## src/rtl/fds_audio_lpf.sv

```systemverilog
// FDS expansion-audio output filter: two cascaded one-pole low-pass stages,
// a box decimator and a valid/ready sample port toward the system mixer.
module fds_audio_lpf #(
    parameter int SHIFT1     = 4,
    parameter int SHIFT2     = 4,
    parameter int DECIM_LOG2 = 5
) (
    input  logic        clk,
    input  logic        reset,
    input  logic        m2,
    input  logic        enable,
    input  logic [11:0] audio_in,
    output logic [15:0] sample_out,
    output logic        sample_valid,
    input  logic        sample_ready,
    output logic        overrun
);

    localparam int DW = 16 + DECIM_LOG2;

    logic                   old_m2;
    logic                   tick;
    logic [15:0]            x16;
    logic [15:0]            acc1;
    logic [15:0]            acc2;
    logic signed [16:0]     diff1;
    logic signed [16:0]     diff2;
    logic [15:0]            step1;
    logic [15:0]            step2;
    logic [DW-1:0]          dsum;
    logic [DW-1:0]          dsum_full;
    logic [DECIM_LOG2-1:0]  dcnt;
    logic                   last;
    logic [15:0]            p;
    logic                   produce;
    logic                   accept;

    assign tick = m2 & ~old_m2;

    // Disabled audio is a zero input; the filter then decays on its own.
    assign x16 = enable ? {audio_in, 4'b0000} : 16'd0;

    // Both stages step by floor(diff / 2^SHIFT). The true result always
    // lies in 0..65535, so a 16-bit wrap-around add of the step is exact.
    assign diff1 = $signed({1'b0, x16}) - $signed({1'b0, acc1});
    assign diff2 = $signed({1'b0, acc1}) - $signed({1'b0, acc2});
    assign step1 = 16'(diff1 >>> SHIFT1);
    assign step2 = 16'(diff2 >>> SHIFT2);

    assign last      = &dcnt;
    assign dsum_full = dsum + DW'(acc2);
    assign p         = 16'(dsum_full >> DECIM_LOG2);
    assign produce   = tick & last;
    assign accept    = sample_valid & sample_ready;

    // Remember the previous M2 level so a held-high M2 yields one tick.
    always_ff @(posedge clk or posedge reset) begin
        if (reset) begin
            old_m2 <= 1'b0;
        end else begin
            old_m2 <= m2;
        end
    end

    // Cascaded one-pole stages; stage 2 follows the pre-tick stage-1 value.
    always_ff @(posedge clk or posedge reset) begin
        if (reset) begin
            acc1 <= 16'd0;
            acc2 <= 16'd0;
        end else if (tick) begin
            acc1 <= acc1 + step1;
            acc2 <= acc2 + step2;
        end
    end

    // Box decimator: sum 2^DECIM_LOG2 pre-tick stage-2 values per window.
    always_ff @(posedge clk or posedge reset) begin
        if (reset) begin
            dsum <= '0;
            dcnt <= '0;
        end else if (tick) begin
            if (last) begin
                dsum <= '0;
                dcnt <= '0;
            end else begin
                dsum <= dsum_full;
                dcnt <= dcnt + DECIM_LOG2'(1);
            end
        end
    end

    // Output register: a held unaccepted sample is never overwritten; a new
    // sample arriving then is dropped and flagged until the next accept.
    always_ff @(posedge clk or posedge reset) begin
        if (reset) begin
            sample_out   <= 16'd0;
            sample_valid <= 1'b0;
            overrun      <= 1'b0;
        end else begin
            if (produce && (!sample_valid || sample_ready)) begin
                sample_out   <= p;
                sample_valid <= 1'b1;
            end else if (accept) begin
                sample_valid <= 1'b0;
            end
            if (produce && sample_valid && !sample_ready) begin
                overrun <= 1'b1;
            end else if (accept) begin
                overrun <= 1'b0;
            end
        end
    end

endmodule

```

## config.mk

```make
export PLATFORM = sky130hd
export DESIGN_NAME = fds_audio_lpf
export DESIGN_NICKNAME = d
export VERILOG_FILES = /design/src/rtl/fds_audio_lpf.sv
export SDC_FILE = /design/constraint.sdc
export NUM_CORES = 1
export LEC_CHECK = 0
export BUFFER_PORTS_ARGS = -buffer_cell sky130_fd_sc_hd__buf_4
export CAP_MARGIN = 20
export CORE_ASPECT_RATIO = 1.25
export CORE_MARGIN = 1
export CORE_UTILIZATION = 44
export DETAILED_ROUTE_END_ITERATION = 10
export PLACE_DENSITY = 0.62
export SLEW_MARGIN = 20
export SYNTH_ARGS = -nofsm -noshare
export SYNTH_HDL_FRONTEND = slang
export SYNTH_SLANG_ARGS = --single-unit
```

## constraint.sdc

```tcl
create_clock -name clk -period 5.1 [get_ports clk]
set_clock_uncertainty 0.15 [all_clocks]
set_input_delay 0.51 -clock clk [delete_from_list [all_inputs] [get_ports clk]]
set_output_delay 0.51 -clock clk [all_outputs]
set_load 0.02 [all_outputs]
```

After elaboration in Yosys (flattened, before gate mapping) --
Cells that the tools add are included.
Cells by class: add/sub/neg operators 6, multipliers 0, divide/modulo/power cells 0, order comparisons 0, equality and inequality tests 0, shift operators 0, mux-type cells 6, bitwise gates (word level) 4, reduce and logical (&&, ||, !) cells 9
Operators by type and width (number):
- $sub A16 B16 Y17 | 2
- $add A16 B16 Y16 | 2
- $add A21 B16 Y21 | 1
- $mux W21 | 1
- $mux W16 | 1
- $add A5 B1 Y5 const B | 1
- $mux W5 | 1
- $reduce_and A5 Y1 | 1
- $reduce_bool A2 Y1 | 2
- $and A1 B1 Y1 | 3
- $logic_and A1 B1 Y1 | 3
- $mux W1 | 3
- $logic_not A1 Y1 | 2
- $logic_or A1 B1 Y1 | 1
- $not A1 Y1 | 1
Word-level totals: register bits after elaboration 77, bits in latches 0, RAM bits 0, memory bits (read-only) 0, input bits 17, output and inout port bits 18, logic and storage cells 33, memories kept 0

Longest topological paths before layout --
word-level depth 6, mapped depth 18, gate-level depth less buffers 17

Worst setup path after synthesis --
No wires, ideal clock.
kind input port to flip-flop, from input enable, to register acc1[15], setup time 122 ps, data arrival time 3772 ps, required time 4828 ps, path slack 1056 ps, stages on the path 17, buffers on the path 1, cells stage by stage clkbuf_1 -> and2_1 -> ha_1 -> a21o_1 -> a31oi_1 -> o21bai_1 -> a21o_1 -> a2111oi_0 -> nor3_1 -> xor2_1 -> ha_1 -> nand4_1 -> or3b_2 -> o21ai_0 -> xnor2_1 -> nor2_1 -> xnor2_1
On the way: longest elaborated chain between the ends 3
RTL lines:
- from (decl) | line 11 | input logic enable,
- $mux W16 | line 41 | assign x16 = enable ? {audio_in, 4'b0000} : 16'd0;
- $sub A16 B16 Y17 | line 45 | assign diff1 = $signed({1'b0, x16}) - $signed({1'b0, acc1});
- $add A16 B16 Y16 | line 71 | acc1 <= acc1 + step1;
- to (signal assigned) | line 71
- to (decl) | line 24 | logic [15:0] acc1;
No other way between the ends. A chain may end at the register's enable or synchronous reset.

Final worst setup path --
from register acc1[2], to register acc2[15]
On the way: longest elaborated chain between the ends 2
RTL lines:
- $sub A16 B16 Y17 | line 46 | assign diff2 = $signed({1'b0, acc1}) - $signed({1'b0, acc2});
- $add A16 B16 Y16 | line 72 | acc2 <= acc2 + step2;
- to (signal assigned) | line 72
- to (decl) | line 25 | logic [15:0] acc2;
No other way between the ends.

==> results.yml <==
cts:
  cts_resized: 0
  clk_latency_ns: 0.34
  cts.path.max_buffers: 2
  clock-sinks: 77
  clockRootBuffer: "clkbuf_16"
  path_clk_slew_ns: 0.06
  cts_tree: "yes"
  cts_made_buffers: 9
  postCtsSetupBuffers: 0
  h-tree-depth: 3
  postCtsHoldBufs: 0
route:
  wl_per_cell_um: 14.7
  wl_um: 13700
  dr_total_vias: 5304
  drtIter0Drc: 201
  drc: 0
  drt_first_pass_iters: 7
  antenna_left: 0
  vias_per_cell: 5.68
setup_path:
  crit_fanout: 6
  regToRegEndpoint: "acc2[15]$_DFFE_PP0P_"
  r2r_slack_ns: 0.82
  rr_startpoint: "acc1[2]$_DFFE_PP0P_"
  worst_ep_arrival_time_ns: 4.34
  startpoint_type: "flop"
  r2r_cells: 15
  endpoint_kind: "flop"
  required_ns: 5.17
  path_class: "reg -> reg"
place:
  io_buffers: 34
  dp_hpwl_um: 10600
  gp_congestion: 0.828
yosys:
  netlist_area_um2: 6380
  async_reset_ff_frac: 1.00
  yosysWarnings: 0
  synthesis.nets: 825
  synth_ff_type: "dfrtp_1"
  avgSynthCellArea_um2: 8.75
  synth_cells: 729
  seq_area_frac_synth: 0.302
  synth-seq-cells: 77
  synth_edf_count: 0
  synth.distinct_cells: 66
timing:
  fin_crit_sh: 0.839
  rsz0062_at_grt: "no"
  setup-violations-final: 0
  worst_pin_slew_ns: 0.910
  min_period_ns: 4.28
  finalHoldViolCount: 0
  setup_tns_ns: 0
  slew_viol_final: 0
  slew_headroom: 0.392
  max_freq_mhz: 234
floorplanning:
  fp.dieH_um: 137
  ios: 35
  coreArea_um2: 14000
  start_util: 0.456
  fp.dieW_um: 110
  fp.dieArea_um2: 15000
  rows: 48
layout:
  antenna_cells: 0
  drive_gt1_frac: 0.107
  layout.cells.most_common_list: "nand2_1 (86), dfrtp_1 (77), ha_1 (76)"
  syn_to_final_growth_pct: 11.6
  layout.nets: 851
  regArea_um2: 1930
  layout_commonest_cell: "nand2_1"
  multi_input_area_um2: 4220
  num-fill-cells: 1287
global_route:
  antenna_found_initial: 0
  grt_max_degree: 62
  grt_overflow_total: 0
  grt_pass1_vias: 5186
  grt_pass1_wl_um: 23400
  grt_usage: 0.196
outcome:
  status: "complete, no violations"
hold_path:
  min_path_type: "in -> async"
run:
  maxCapViolCount: 0
==> flip-flops by register name, summed over array words and instances, names as in the netlist <==
name          count
overrun           1
dcnt              5
dsum             21
old_m2            1
sample_out       16
sample_valid      1
acc1             16
acc2             16
==> worst max-delay path by stage <==
stage / cells past startpoint / slack [ns] / endpoint / from
after global routing: 16 / 0.50 / acc2[15]$_DFFE_PP0P_ / acc2[1]$_DFFE_PP0P_
after floorplan: 17 / 1.06 / acc1[15]$_DFFE_PP0P_ / enable
after detailed placement: 17 / 0.74 / acc1[15]$_DFFE_PP0P_ / enable
after global placement: 17 / 0.78 / acc1[15]$_DFFE_PP0P_ / enable
after CTS: 15 / 0.81 / acc2[15]$_DFFE_PP0P_ / acc1[2]$_DFFE_PP0P_
final: 15 / 0.82 / acc2[15]$_DFFE_PP0P_ / acc1[2]$_DFFE_PP0P_
==> layer usage <==
metal / routed length, um / vias to the layer above / track usage
li1: - / 2685 / -
met1: 5920 / 2522 / 0.218
met2: 7190 / 71 / 0.369
met3: 236 / 26 / 0.0233
met4: 389 / 0 / 0.0874
met5: 0 / - / 0
==> synth_stat cells (all sizes together) (5+ instances only) <==
library cell / instances / area, um^2
nand2: 87 / 329
dfrtp: 77 / 1930
ha: 76 / 951
o21ai: 75 / 387
a21oi: 53 / 269
nor2: 39 / 146
inv: 37 / 139
xor2: 32 / 280
xnor2: 27 / 236
clkbuf: 21 / 78.8
a21o: 20 / 150
and2: 14 / 88.8
o21a: 12 / 97.6
nor3: 11 / 55.1
a211oi: 10 / 85.1
a31oi: 10 / 62.6
and3: 9 / 56.3
nand3: 9 / 45.0
o31ai: 8 / 60.1
nand4: 7 / 50.1
nor2b: 7 / 43.8
o211ai: 7 / 52.6
o21bai: 7 / 52.6
a22o: 6 / 52.6
mux2: 6 / 67.6
nand2b: 5 / 31.3
o41ai: 5 / 81.3
or3: 5 / 31.3
==> per-stage QoR <==
step / utilization / hold WS [ns] / instance area (um^2) / worst slack (ns) / std cells
5_1_grt: 0.509 / 0.0589 / 7120 / 0.495 / 934
3_3_place_gp: 0.486 / 0.305 / 6790 / 0.784 / 919
2_1_floorplan: - / 0.293 / 6380 / 1.06 / 729
3_5_place_dp: 0.486 / 0.322 / 6790 / 0.743 / 919
4_1_cts: 0.509 / 0.0396 / 7120 / 0.808 / 934
6_report: 0.509 / 0.0271 / 7120 / 0.821 / 934
==> critical path: stages (launching register included) <==
cell and delay [ns]:
dfrtp_1 0.43, ha_1 0.33, a21oi_1 0.22, o211ai_1 0.14, a21oi_1 0.26, o21ai_0 0.20, a21o_1 0.23, xor2_1 0.15
ha_1 0.36, nand2_1 0.12, nand2_1 0.10, o311ai_4 0.30, nand4_2 0.12, o2111ai_2 0.12, mux4_2 0.52, a2111o_1 0.38
==> cell type report <==
type,count,area share
clock inverters,5,0.0141
clock buffers,10,0.0321
inverters,37,0.0197
repair buffers,38,0.0400
multi-input cells,592,0.593
flip-flops and latches,77,0.271
well taps,175,0.0307
==> logic make-up (layout without fill, tap and decap cells) <==
kind of cell,Yosys count,after routing,synth area share
muxes,7,7,0.0141
and+or+nand+nor,213,213,0.162
DFF,77,77,0.302
buffers and inverters,60,90,0.0367
adders and majority gates,79,79,0.158
AOI/OAI and AO/OA,234,234,0.245
xor gates and xnor gates,59,59,0.0810
Power is left out: the tool's default activity adds up to more than one toggle a clock period on the data nets, which glitch-free logic cannot reach.
